### src/rtl/audioport_pkg.sv
// audioport_pkg: constants, FSM state type and the scale/clamp helper shared by
// level_scaler and serial_multiplier.
//   AUDIO_W / GAIN_W / PROD_W : sample, gain and product widths
//   LEVEL_UNITY               : gain of 1.0 in unsigned Q1.15
//   LEVEL_FRAC_BITS           : number of fractional gain bits
//   SCALER_LATENCY            : cycles from accepted tick to valid_out
//   CFG_MONO                  : bit of the config word that selects mono mix
package audioport_pkg;

  localparam int AUDIO_W         = 24;
  localparam int GAIN_W          = 16;
  localparam int PROD_W          = 40;
  localparam int LEVEL_FRAC_BITS = 15;
  localparam int SCALER_LATENCY  = 18;
  localparam int CFG_MONO        = 1;

  localparam logic [GAIN_W-1:0]  LEVEL_UNITY = 16'h8000;
  localparam logic [AUDIO_W-1:0] SAMPLE_MAX  = 24'h7FFFFF;
  localparam logic [AUDIO_W-1:0] SAMPLE_MIN  = 24'h800000;

  localparam logic signed [PROD_W-1:0] SAMPLE_MAX_EXT = 40'sd8388607;
  localparam logic signed [PROD_W-1:0] SAMPLE_MIN_EXT = -40'sd8388608;

  typedef enum logic [1:0] {
    ST_IDLE = 2'd0,
    ST_MUL  = 2'd1,
    ST_SAT  = 2'd2,
    ST_OUT  = 2'd3
  } scaler_state_e;

  typedef struct packed {
    logic [AUDIO_W-1:0] sample;
    logic               clipped;
  } scaled_t;

  // Drop the Q1.15 fraction (arithmetic shift, i.e. floor) and clamp to the
  // signed 24-bit range, reporting whether clamping happened.
  function automatic scaled_t scale_clamp(input logic signed [PROD_W-1:0] product);
    logic signed [PROD_W-1:0] shifted;
    scaled_t r;
    shifted   = product >>> LEVEL_FRAC_BITS;
    r.sample  = shifted[AUDIO_W-1:0];
    r.clipped = 1'b0;
    if (shifted > SAMPLE_MAX_EXT) begin
      r.sample  = SAMPLE_MAX;
      r.clipped = 1'b1;
    end else if (shifted < SAMPLE_MIN_EXT) begin
      r.sample  = SAMPLE_MIN;
      r.clipped = 1'b1;
    end
    return r;
  endfunction

endpackage

### src/rtl/serial_multiplier.sv
// serial_multiplier: 24-bit signed x 16-bit unsigned shift-add multiplier,
// one gain bit (LSB first) per cycle, 16 cycles per product.
//   clk, rst_n   : clock, synchronous active-low reset
//   start_in     : load operands and begin (ignored while abort_in=1)
//   abort_in     : drop any computation in progress
//   sample_in    : signed multiplicand
//   gain_in      : unsigned multiplier
//   product_out  : signed 40-bit product, valid when done_out=1
//   done_out     : one-cycle pulse, first cycle the finished product is visible
module serial_multiplier
  import audioport_pkg::*;
(
  input  logic                     clk,
  input  logic                     rst_n,
  input  logic                     start_in,
  input  logic                     abort_in,
  input  logic [AUDIO_W-1:0]       sample_in,
  input  logic [GAIN_W-1:0]        gain_in,
  output logic signed [PROD_W-1:0] product_out,
  output logic                     done_out
);

  logic [PROD_W-1:0] mcand_q, mcand_d;
  logic [PROD_W-1:0] acc_q, acc_d;
  logic [GAIN_W-1:0] gain_q, gain_d;
  logic [3:0]        cnt_q, cnt_d;
  logic              run_q, run_d;
  logic              done_q, done_d;

  always_comb begin
    mcand_d = mcand_q;
    acc_d   = acc_q;
    gain_d  = gain_q;
    cnt_d   = cnt_q;
    run_d   = run_q;
    done_d  = 1'b0;
    if (abort_in) begin
      run_d = 1'b0;
    end else if (start_in) begin
      mcand_d = {{(PROD_W-AUDIO_W){sample_in[AUDIO_W-1]}}, sample_in};
      gain_d  = gain_in;
      acc_d   = '0;
      cnt_d   = '0;
      run_d   = 1'b1;
    end else if (run_q) begin
      // Gain is unsigned, so every set bit simply adds the shifted sample.
      if (gain_q[0]) begin
        acc_d = acc_q + mcand_q;
      end
      mcand_d = mcand_q << 1;
      gain_d  = gain_q >> 1;
      cnt_d   = cnt_q + 4'd1;
      if (cnt_q == 4'd15) begin
        run_d  = 1'b0;
        done_d = 1'b1;
      end
    end
  end

  always_ff @(posedge clk) begin
    if (!rst_n) begin
      mcand_q <= '0;
      acc_q   <= '0;
      gain_q  <= '0;
      cnt_q   <= '0;
      run_q   <= 1'b0;
      done_q  <= 1'b0;
    end else begin
      mcand_q <= mcand_d;
      acc_q   <= acc_d;
      gain_q  <= gain_d;
      cnt_q   <= cnt_d;
      run_q   <= run_d;
      done_q  <= done_d;
    end
  end

  assign product_out = acc_q;
  assign done_out    = done_q;

endmodule

### src/rtl/level_scaler.sv
// level_scaler: per-channel Q1.15 gain with optional mono mix and saturation.
//   clk, rst_n              : clock, synchronous active-low reset
//   tick_in, audio0/1_in    : sample strobe and signed 24-bit L/R samples
//   play_in, clr_in         : play state, clear pulse
//   cfg_in, cfg_reg_in      : config load pulse / word (mono bit)
//   level_in, level_reg_in  : gain load pulse / word ([15:0] L, [31:16] R)
//   audio0/1_out            : scaled samples, held until next result/clr/stop
//   valid_out, sat_out      : result strobe, clip flag (pulses with valid_out)
//   busy_out, tick_lost_out : computing, dropped-tick pulse
module level_scaler
  import audioport_pkg::*;
(
  input  logic               clk,
  input  logic               rst_n,
  input  logic               tick_in,
  input  logic [AUDIO_W-1:0] audio0_in,
  input  logic [AUDIO_W-1:0] audio1_in,
  input  logic               play_in,
  input  logic               clr_in,
  input  logic               cfg_in,
  input  logic [31:0]        cfg_reg_in,
  input  logic               level_in,
  input  logic [31:0]        level_reg_in,
  output logic [AUDIO_W-1:0] audio0_out,
  output logic [AUDIO_W-1:0] audio1_out,
  output logic               valid_out,
  output logic               busy_out,
  output logic               sat_out,
  output logic               tick_lost_out
);

  scaler_state_e      state_q, state_d;
  logic [3:0]         cnt_q, cnt_d;
  logic [GAIN_W-1:0]  gain_l_q, gain_l_d, gain_r_q, gain_r_d;
  logic               mono_q, mono_d;
  logic [AUDIO_W-1:0] audio0_q, audio0_d, audio1_q, audio1_d;
  logic               valid_q, valid_d, sat_q, sat_d, lost_q, lost_d;

  logic               accept, abort;
  logic [AUDIO_W:0]   mix_sum;
  logic [AUDIO_W-1:0] op0, op1;
  logic [GAIN_W-1:0]  gain1_sel;
  logic signed [PROD_W-1:0] prod0, prod1;
  logic               done0, done1;
  scaled_t            res0, res1;
  logic               unused_bits;

  assign unused_bits = ^{cfg_reg_in, mix_sum[0]};

  // Stop (play low) and clear both cancel work and blank the outputs.
  assign abort  = clr_in || !play_in;
  assign accept = (state_q == ST_IDLE) && tick_in && play_in && !clr_in;

  // 25-bit sum then >>>1 always fits back in 24 bits.
  assign mix_sum   = {audio0_in[AUDIO_W-1], audio0_in} + {audio1_in[AUDIO_W-1], audio1_in};
  assign op0       = mono_q ? mix_sum[AUDIO_W:1] : audio0_in;
  assign op1       = mono_q ? mix_sum[AUDIO_W:1] : audio1_in;
  assign gain1_sel = mono_q ? gain_l_q : gain_r_q;

  serial_multiplier u_mul0 (
    .clk(clk), .rst_n(rst_n), .start_in(accept), .abort_in(abort),
    .sample_in(op0), .gain_in(gain_l_q), .product_out(prod0), .done_out(done0)
  );

  serial_multiplier u_mul1 (
    .clk(clk), .rst_n(rst_n), .start_in(accept), .abort_in(abort),
    .sample_in(op1), .gain_in(gain1_sel), .product_out(prod1), .done_out(done1)
  );

  assign res0 = scale_clamp(prod0);
  assign res1 = scale_clamp(prod1);

  always_comb begin
    state_d  = state_q;
    cnt_d    = cnt_q;
    audio0_d = audio0_q;
    audio1_d = audio1_q;
    valid_d  = 1'b0;
    sat_d    = 1'b0;
    lost_d   = tick_in && play_in && !clr_in && (state_q != ST_IDLE);

    case (state_q)
      ST_IDLE: begin
        if (accept) begin
          state_d = ST_MUL;
          cnt_d   = '0;
        end
      end
      ST_MUL: begin
        cnt_d = cnt_q + 4'd1;
        if (cnt_q == 4'd15) begin
          state_d = ST_SAT;
        end
      end
      ST_SAT: begin
        state_d = ST_OUT;
        if (done0 && done1) begin
          audio0_d = res0.sample;
          audio1_d = res1.sample;
          valid_d  = 1'b1;
          sat_d    = res0.clipped || res1.clipped;
        end
      end
      ST_OUT: begin
        state_d = ST_IDLE;
      end
      default: begin
        state_d = ST_IDLE;
      end
    endcase

    if (abort) begin
      state_d  = ST_IDLE;
      audio0_d = '0;
      audio1_d = '0;
      valid_d  = 1'b0;
      sat_d    = 1'b0;
    end

    // Gains used by a tick are the ones registered before it, since the
    // multipliers latch gain_*_q rather than level_reg_in.
    gain_l_d = gain_l_q;
    gain_r_d = gain_r_q;
    mono_d   = mono_q;
    if (clr_in) begin
      gain_l_d = LEVEL_UNITY;
      gain_r_d = LEVEL_UNITY;
      mono_d   = 1'b0;
    end else begin
      if (level_in) begin
        gain_l_d = level_reg_in[15:0];
        gain_r_d = level_reg_in[31:16];
      end
      if (cfg_in) begin
        mono_d = cfg_reg_in[CFG_MONO];
      end
    end
  end

  always_ff @(posedge clk) begin
    if (!rst_n) begin
      state_q  <= ST_IDLE;
      cnt_q    <= '0;
      gain_l_q <= LEVEL_UNITY;
      gain_r_q <= LEVEL_UNITY;
      mono_q   <= 1'b0;
      audio0_q <= '0;
      audio1_q <= '0;
      valid_q  <= 1'b0;
      sat_q    <= 1'b0;
      lost_q   <= 1'b0;
    end else begin
      state_q  <= state_d;
      cnt_q    <= cnt_d;
      gain_l_q <= gain_l_d;
      gain_r_q <= gain_r_d;
      mono_q   <= mono_d;
      audio0_q <= audio0_d;
      audio1_q <= audio1_d;
      valid_q  <= valid_d;
      sat_q    <= sat_d;
      lost_q   <= lost_d;
    end
  end

  assign audio0_out    = audio0_q;
  assign audio1_out    = audio1_q;
  assign valid_out     = valid_q;
  assign sat_out       = sat_q;
  assign tick_lost_out = lost_q;
  assign busy_out      = (state_q != ST_IDLE);

endmodule

### config.mk
export PLATFORM = sky130hd
export DESIGN_NAME = level_scaler
export DESIGN_NICKNAME = d
export VERILOG_FILES = /design/src/rtl/audioport_pkg.sv /design/src/rtl/serial_multiplier.sv /design/src/rtl/level_scaler.sv
export SDC_FILE = /design/constraint.sdc
export NUM_CORES = 1
export LEC_CHECK = 0
export BUFFER_PORTS_ARGS = -buffer_cell sky130_fd_sc_hd__buf_2
export CORE_MARGIN = 2
export CORE_UTILIZATION = 59
export DETAILED_ROUTE_END_ITERATION = 10
export HOLD_SLACK_MARGIN = 0.06
export MAX_ROUTING_LAYER = met4
export PLACE_DENSITY_LB_ADDON = 0.15
export SLEW_MARGIN = 0
export SYNTH_ARGS = -nofsm -noshare
export SYNTH_HDL_FRONTEND = slang
export SYNTH_SLANG_ARGS = --single-unit
export TNS_END_PERCENT = 100
### constraint.sdc
create_clock -name clk -period 4.5 [get_ports clk]
set_input_delay 0.9 -clock clk [delete_from_list [all_inputs] [get_ports clk]]
set_output_delay 0.9 -clock clk [all_outputs]
set_load 0.02 [all_outputs]
# Word level (Yosys, flattened, before mapping)
# Index checks and enable logic that the tools add are counted.
classes:
  add_sub_neg: 6
  multipliers: 0
  div: 0
  order_cmp: 4
  n_eq_ne: 8
  shift: 0
  muxes: 39
  bitwise_logic: 6
  reduce_logical: 31
ops:
  columns: ["op", "count"]
  rows:
  - ["40-bit 2-to-1 mux", 10]
  - ["25-bit 2-to-1 mux", 4]
  - ["40-bit adder", 2]
  - ["16-bit 2-to-1 mux", 5]
  - ["25-bit by 24-bit greater-than comparator with 1-bit output, second input constant", 2]
  - ["25-bit by 24-bit < comparator with 1-bit output, second input constant", 2]
  - ["24-bit 2-to-1 mux", 2]
  - ["24-bit by 24-bit adder with 25-bit output", 1]
  - ["4-bit 2-to-1 mux", 5]
  - ["4-bit by 1-bit adder with 4-bit output, second input constant", 3]
  - ["4-bit equality test, second input constant", 3]
  - ["2-bit nonzero test", 6]
  - ["4-bit OR reduction", 3]
  - ["2-bit AND reduction", 5]
  - ["1-bit 2-to-1 mux", 9]
  - ["2-bit case mux with 4 select lines", 1]
  - ["4-bit case mux with 2 select lines", 1]
  - ["1-bit logical AND", 7]
  - ["1-bit inverter", 6]
  - ["3-bit AND reduction", 2]
  - ["2-bit equality test, second input constant", 2]
  - ["2-bit 2-to-1 mux", 2]
  - ["2-bit != test, second input constant", 2]
  - ["2-bit OR reduction", 2]
  - ["other kinds (5)", 7]
word_totals:
  register_bits: 294
  latch_bits: 0
  ramBits: 0
  mem_bits_ro: 0
  out_inout_bits: 52
  wordCells: 116
  n_memories: 0

# Logic depth before layout (Yosys ltp)
depth:
  word_depth: 6
  mapped_depth: 14

# By module
# Synthesis repeated with hierarchy kept, for this count alone.
unflattened:
  hier_cells: 2180
  hier_area_um2: 18225.0
modules_own_cells:
  columns: ["mod", "instances", "cells_each", "area_per_inst_um2"]
  rows:
  - ["serial_multiplier at u_mul1", 1, 748, 6403.6]
  - ["serial_multiplier at u_mul0", 1, 714, 6221.0]
  - ["level_scaler", 1, 718, 5600.4]

# Least setup slack after synthesis
# Ideal clock, no wire load.
synth_path:
  path_kind: "input-to-reg"
  from: "input audio0_in[1]"
  to: "register u_mul0.mcand_q[21]"
  t_arrival_ps: 3222
  required_ps: 4371
  setup_slack_ps: 1149
  cell_stages: 13
  n_path_buf: 0
  path_cell_list: "inv_1 fa_1 nor2b_1 o21ai_1 a21boi_1 o21ai_1 a211o_1 o21ba_2 o31a_1 a21oi_1 nor4_1 nor4_1 a21oi_1"
synth_between:
  elab_chain_len: 3
synth_rtl:
  columns: ["item", "line", "source"]
  rows:
  - ["from (decl)", "level_scaler.sv:16", "input logic [AUDIO_W-1:0] audio0_in,"]
  - ["24-bit by 24-bit adder with 25-bit output", "level_scaler.sv:55", "assign mix_sum = {audio0_in[AUDIO_W-1], audio0_in} + {audio1_in[AUDIO_W-1], audio1_in};"]
  - ["24-bit 2-to-1 mux", "level_scaler.sv:56", "assign op0 = mono_q ? mix_sum[AUDIO_W:1] : audio0_in;"]
  - ["40-bit 2-to-1 mux", "serial_multiplier.sv:39", "end else if (start_in) begin"]
  - ["to (signal assigned)", "serial_multiplier.sv:69", "mcand_q <= mcand_d;"]
  - ["to (decl)", "serial_multiplier.sv:23", "logic [PROD_W-1:0] mcand_q, mcand_d;"]
# No other way between the ends.
# A chain may end at the register's enable or synchronous reset.

# Worst setup path in the final report
layout_path:
  from: "register u_mul0.mcand_q[0]"
  to: "register u_mul0.acc_q[38] (netlist: u_mul0.product_out[38])"
layout_between:
  elab_chain_len: 4
layout_rtl:
  columns: ["item", "line", "source"]
  rows:
  - ["40-bit adder", "serial_multiplier.sv:48", "acc_d = acc_q + mcand_q;"]
  - ["40-bit 2-to-1 mux", "serial_multiplier.sv:47", "if (gain_q[0]) begin"]
  - ["40-bit 2-to-1 mux", "serial_multiplier.sv:45", "end else if (run_q) begin"]
  - ["40-bit 2-to-1 mux", "serial_multiplier.sv:39", null]
  - ["to (signal assigned)", "serial_multiplier.sv:63", "acc_q <= '0;"]
  - ["to (signal assigned)", "serial_multiplier.sv:70", "acc_q <= acc_d;"]
  - ["to (decl)", "serial_multiplier.sv:24", "logic [PROD_W-1:0] acc_q, acc_d;"]
# No other way between the ends. The select of a mux whose other input is x is not followed.

==> metrics.md <==
| Metric | Value |
|---|---|
| Comb pwr share | 9.0% |
| Worst-Skew Late Latency | 0.52 ns |
| Starting DRC count in detailed routing | 1073 |
| Pin count of the biggest net entering global routing | 60 |
| Final Max Slew Viols | 0 |
| Post-synth EDFFs | 0 |
| Sw Pwr | 1460 uW |
| Worst R2R Path Depth | 14 |
| Final Setup Violations | 0 |
| CTS sink cnt | 294 |
| Clock slew at reported path FFs | 0.06 ns |
| CP Data Arrival Time | 4.00 ns |
| Multi-input gate area | 10800 um2 |
| Met1 Resource Use GR | 39.2% |
| Total grt overflow | 0 |
| Rows | 62 |
| Worst Hold Class | reg2reg |
| Post-route setup TNS | 0 ns |
| CP startpoint kind | register |
| Die Y | 175 um |
| Top fanout value on the critical path | 3 |
| CTS Root Cell | clkbuf_16 |
| Worst Tran Pin Value | 1.24 ns |
| Gr busiest metal | met2 |
| IO buf count | 139 |
| Post-synth top area share | 34.1% |
| Crit share post-route | 80.1% |
| WP buf/inv | 1 |
| Drc violations | 0 |
| Net Sw Frac | 24.3% |
| Initial antenna violation count | 12 |
| GRT Total Usage | 31.2% |
| Slowest CP cell | a2111oi_0 |
| Via density per instance | 5.98 |
| Setup crit end kind | register |
| Post-CTS setup repair buffer count | 0 |
| First-pass GRT wire length | 76000 um |
| Minimum clock period | 3.61 ns |
| Boundary Pins | 171 |
| GR Util met3 | 5.07% |
| Post-synth ARST share | 0% |
| Final Hold Viols | 0 |
| Initial Utilization | 60.0% |
| Area leader, netlist | dfxtp_1 |
| Setup Skew | 0.0204 ns |
| Hold wc startpoint | audio0_out[23] |
| Synth warn | 0 |
| Syn Nets | 2456 |
| CTS Buffer Depth | 3 |
| Gpl congestion | 0.956 |
| Reg2reg start | u_mul0.mcand_q[0] |
| Register area share after synthesis | 34.1% |
| Synth Flop Type | dfxtp_1 |
| Clock power share | 45.9% |
| Sequential power share | 45.1% |
| Fillers | 2516 |
| Worst R2R End | u_mul0.product_out[38] |
| DP Area | 18200 um2 |
| Dpl hpwl | 34700 um |
| Hold path depth | 2 |
| Sequential cell area | 5890 um2 |
| Num CTS Buffers | 34 |
| Static Leakage | 0.00841 uW |
| Synth Instances | 2226 |
| Max-cap viol count | 0 |
| Layout area overhead | 11.8% |
| Slew margin rel. | 17.1% |
| Area of the die | 30700 um2 |
| Hold_buf cts | 0 |
| Synth Register Bits | 294 |
| Worst-path cell chain | ha_1, inv_1, fa_1, nor2b_1, o21ai_1, a21oi_1, o211ai_1, a21oi_2, o211ai_2, a2111oi_0, o22ai_1, o2111ai_1, a21o_1, nand3_1 |
| CTS tree | yes |
| Syn avg cell area | 7.76 um2 |
| DR WL/cell | 17.6 um |
| Core area | 28800 um2 |
| Post_cts resized | 0 |
| Pint | 4540 uW |
| Via count | 16199 |
| CP delay by family, top | compound AO/OA/AOI/OAI gates |
| CP Data Required Time | 4.89 ns |
| Peak supply drop | 315 uV |
| Worst stage delay on the critical path | 0.63 ns |
| GR Util met2 | 50.3% |
| Post-Syn Area | 17300 um2 |
| Die X-Extent | 175 um |
| Status | finished clean |
| Vias in the first global route | 14829 |
| H-tree lvl count | 2 |
| Unique masters post-synth | 75 |
| DR pass1 iterations | 6 |
| Final #Nets | 2518 |
| Final standard cell area without fillers | 19300 um2 |
| Pwr/cell area | 311 nW/um2 |
| DRT antenna net count | 0 |
| CP Launch Point | u_mul0.mcand_q[0] |
| DRT Wirelength | 47700 um |
| Most common cell after layout, fill and taps aside | nand2_1 |
| RSZ-0062 raised after global routing | false |
| Proportion of layout cells with a drive suffix above 1 | 10.7% |
| Fmax | 277 MHz |
| Top post-synthesis cells by area | dfxtp_1 (34%), ha_1 (7.8%), a21oi_1 (7.1%), nand2_1 (6.8%), mux2i_1 (4.5%) |
| Crit Path Category | reg2reg |
| Reg2Reg Setup Slack | 0.89 ns |
| Most frequent cells in the layout | nand2_1 (311), dfxtp_1 (293), a21oi_1 (244) |
| Min-Delay Endpoint | audio0_out[23] |
==> cells by family after synthesis <==
logic type      count (synthesis)  synth area share [%]
mux                            80                  4.65
fa+ha+maj                     111                  8.17
simple gates                  834                  21.9
compound gates                653                  23.3
flops                         294                  34.1
buf+inv                       175                  3.88
xor+xnor                       79                  4.01
==> flip-flops by register name, indices dropped and copies added, names as in the netlist <==
name                flops
audio0_out             24
audio1_out             24
cnt_q                   4
gain_l_q               16
gain_r_q               16
mono_q                  1
sat_out                 1
state_q                 2
tick_lost_out           1
u_mul0.cnt_q            4
u_mul0.done_out         1
u_mul0.gain_q          16
u_mul0.mcand_q         40
u_mul0.product_out     40
u_mul0.run_q            1
u_mul1.cnt_q            4
u_mul1.done_out         1
u_mul1.gain_q          16
u_mul1.mcand_q         40
u_mul1.product_out     40
u_mul1.run_q            1
valid_out               1
==> power groups by stage <==
stage,logic [uW],registers (uW),clock network [uW]
2_1_floorplan,383,2740,0
3_3_place_gp,523,2760,0
3_5_place_dp,533,2760,0
4_1_cts,536,2700,2790
5_1_grt,600,2710,2890
6_report,543,2700,2750
==> final cells by class <==
cell class / count / share of cell area [%]
clock buffer: 48 / 5.20
inverter: 39 / 0.758
tap: 384 / 2.49
sequential: 294 / 30.5
clock inverter: 10 / 0.576
multi-input combinational: 1757 / 55.7
timing repair buffer: 162 / 4.62
antenna: 16 / 0.207
==> Yosys cell counts, types with 4 or more instances <==
| cell type | n |
|---|---|
| o21a_1 | 21 |
| a211oi_1 | 21 |
| nor2b_1 | 46 |
| a2111oi_0 | 4 |
| o21bai_1 | 5 |
| a22oi_1 | 5 |
| xnor2_1 | 46 |
| buf_1 | 22 |
| a31oi_1 | 22 |
| ha_1 | 108 |
| clkbuf_1 | 108 |
| nor2_1 | 191 |
| mux2i_1 | 78 |
| nand2b_1 | 13 |
| a221oi_1 | 23 |
| a21o_1 | 52 |
| a21boi_0 | 13 |
| nor3b_1 | 4 |
| a22o_1 | 8 |
| and2_1 | 9 |
| a31o_2 | 5 |
| nand4_1 | 18 |
| xor2_1 | 33 |
| dfxtp_1 | 294 |
| o31ai_1 | 4 |
| or2_2 | 4 |
| o21ai_0 | 151 |
| o211ai_1 | 19 |
| nor4_1 | 8 |
| o22ai_1 | 6 |
| inv_1 | 38 |
| nand3_1 | 85 |
| o21ai_1 | 7 |
| a21oi_1 | 244 |
| nor3_1 | 71 |
| or3_1 | 15 |
| and3_1 | 47 |
| nand2_1 | 314 |
==> worst max path at each step <==
| stage | depth (start not counted) | endpoint | slack, ns |
|---|---|---|---|
| floorplan | 13 | u_mul0.mcand_q[21] | 1.15 |
| global placement | 14 | u_mul0.mcand_q[23] | 0.56 |
| detailed placement | 14 | u_mul0.mcand_q[37] | 0.49 |
| CTS | 14 | u_mul0.mcand_q[23] | 0.97 |
| global route | 14 | u_mul0.product_out[38] | 0.54 |
| finish | 14 | u_mul0.product_out[38] | 0.89 |
==> layer usage <==
metal	share of wire (%)	routed length, um
met1	44	21100
met2	46	22000
met3	5.7	2740
met4	3.8	1800
met5	0	0
==> tightest hold or removal path: cells and delay by family (launching register included) <==
family	cells	cell delay, ns
and+or+nand+nor	1	0.05
DFF	1	0.30
AOI/OAI and AO/OA	1	0.05
==> stage by stage <==
step	util, %	worst slack, ns	hold WS, ns	std cells	total power (uW)
2_1_floorplan	-	1.15	0.436	2226	3120
3_3_place_gp	63.1	0.561	0.440	2636	3280
3_5_place_dp	63.1	0.490	0.449	2636	3290
4_1_cts	67.0	0.966	0.457	2694	6020
5_1_grt	67.1	0.545	0.472	2706	6200
6_report	67.1	0.893	0.453	2710	6000
Note: power is estimated with default switching activity, not from simulation.
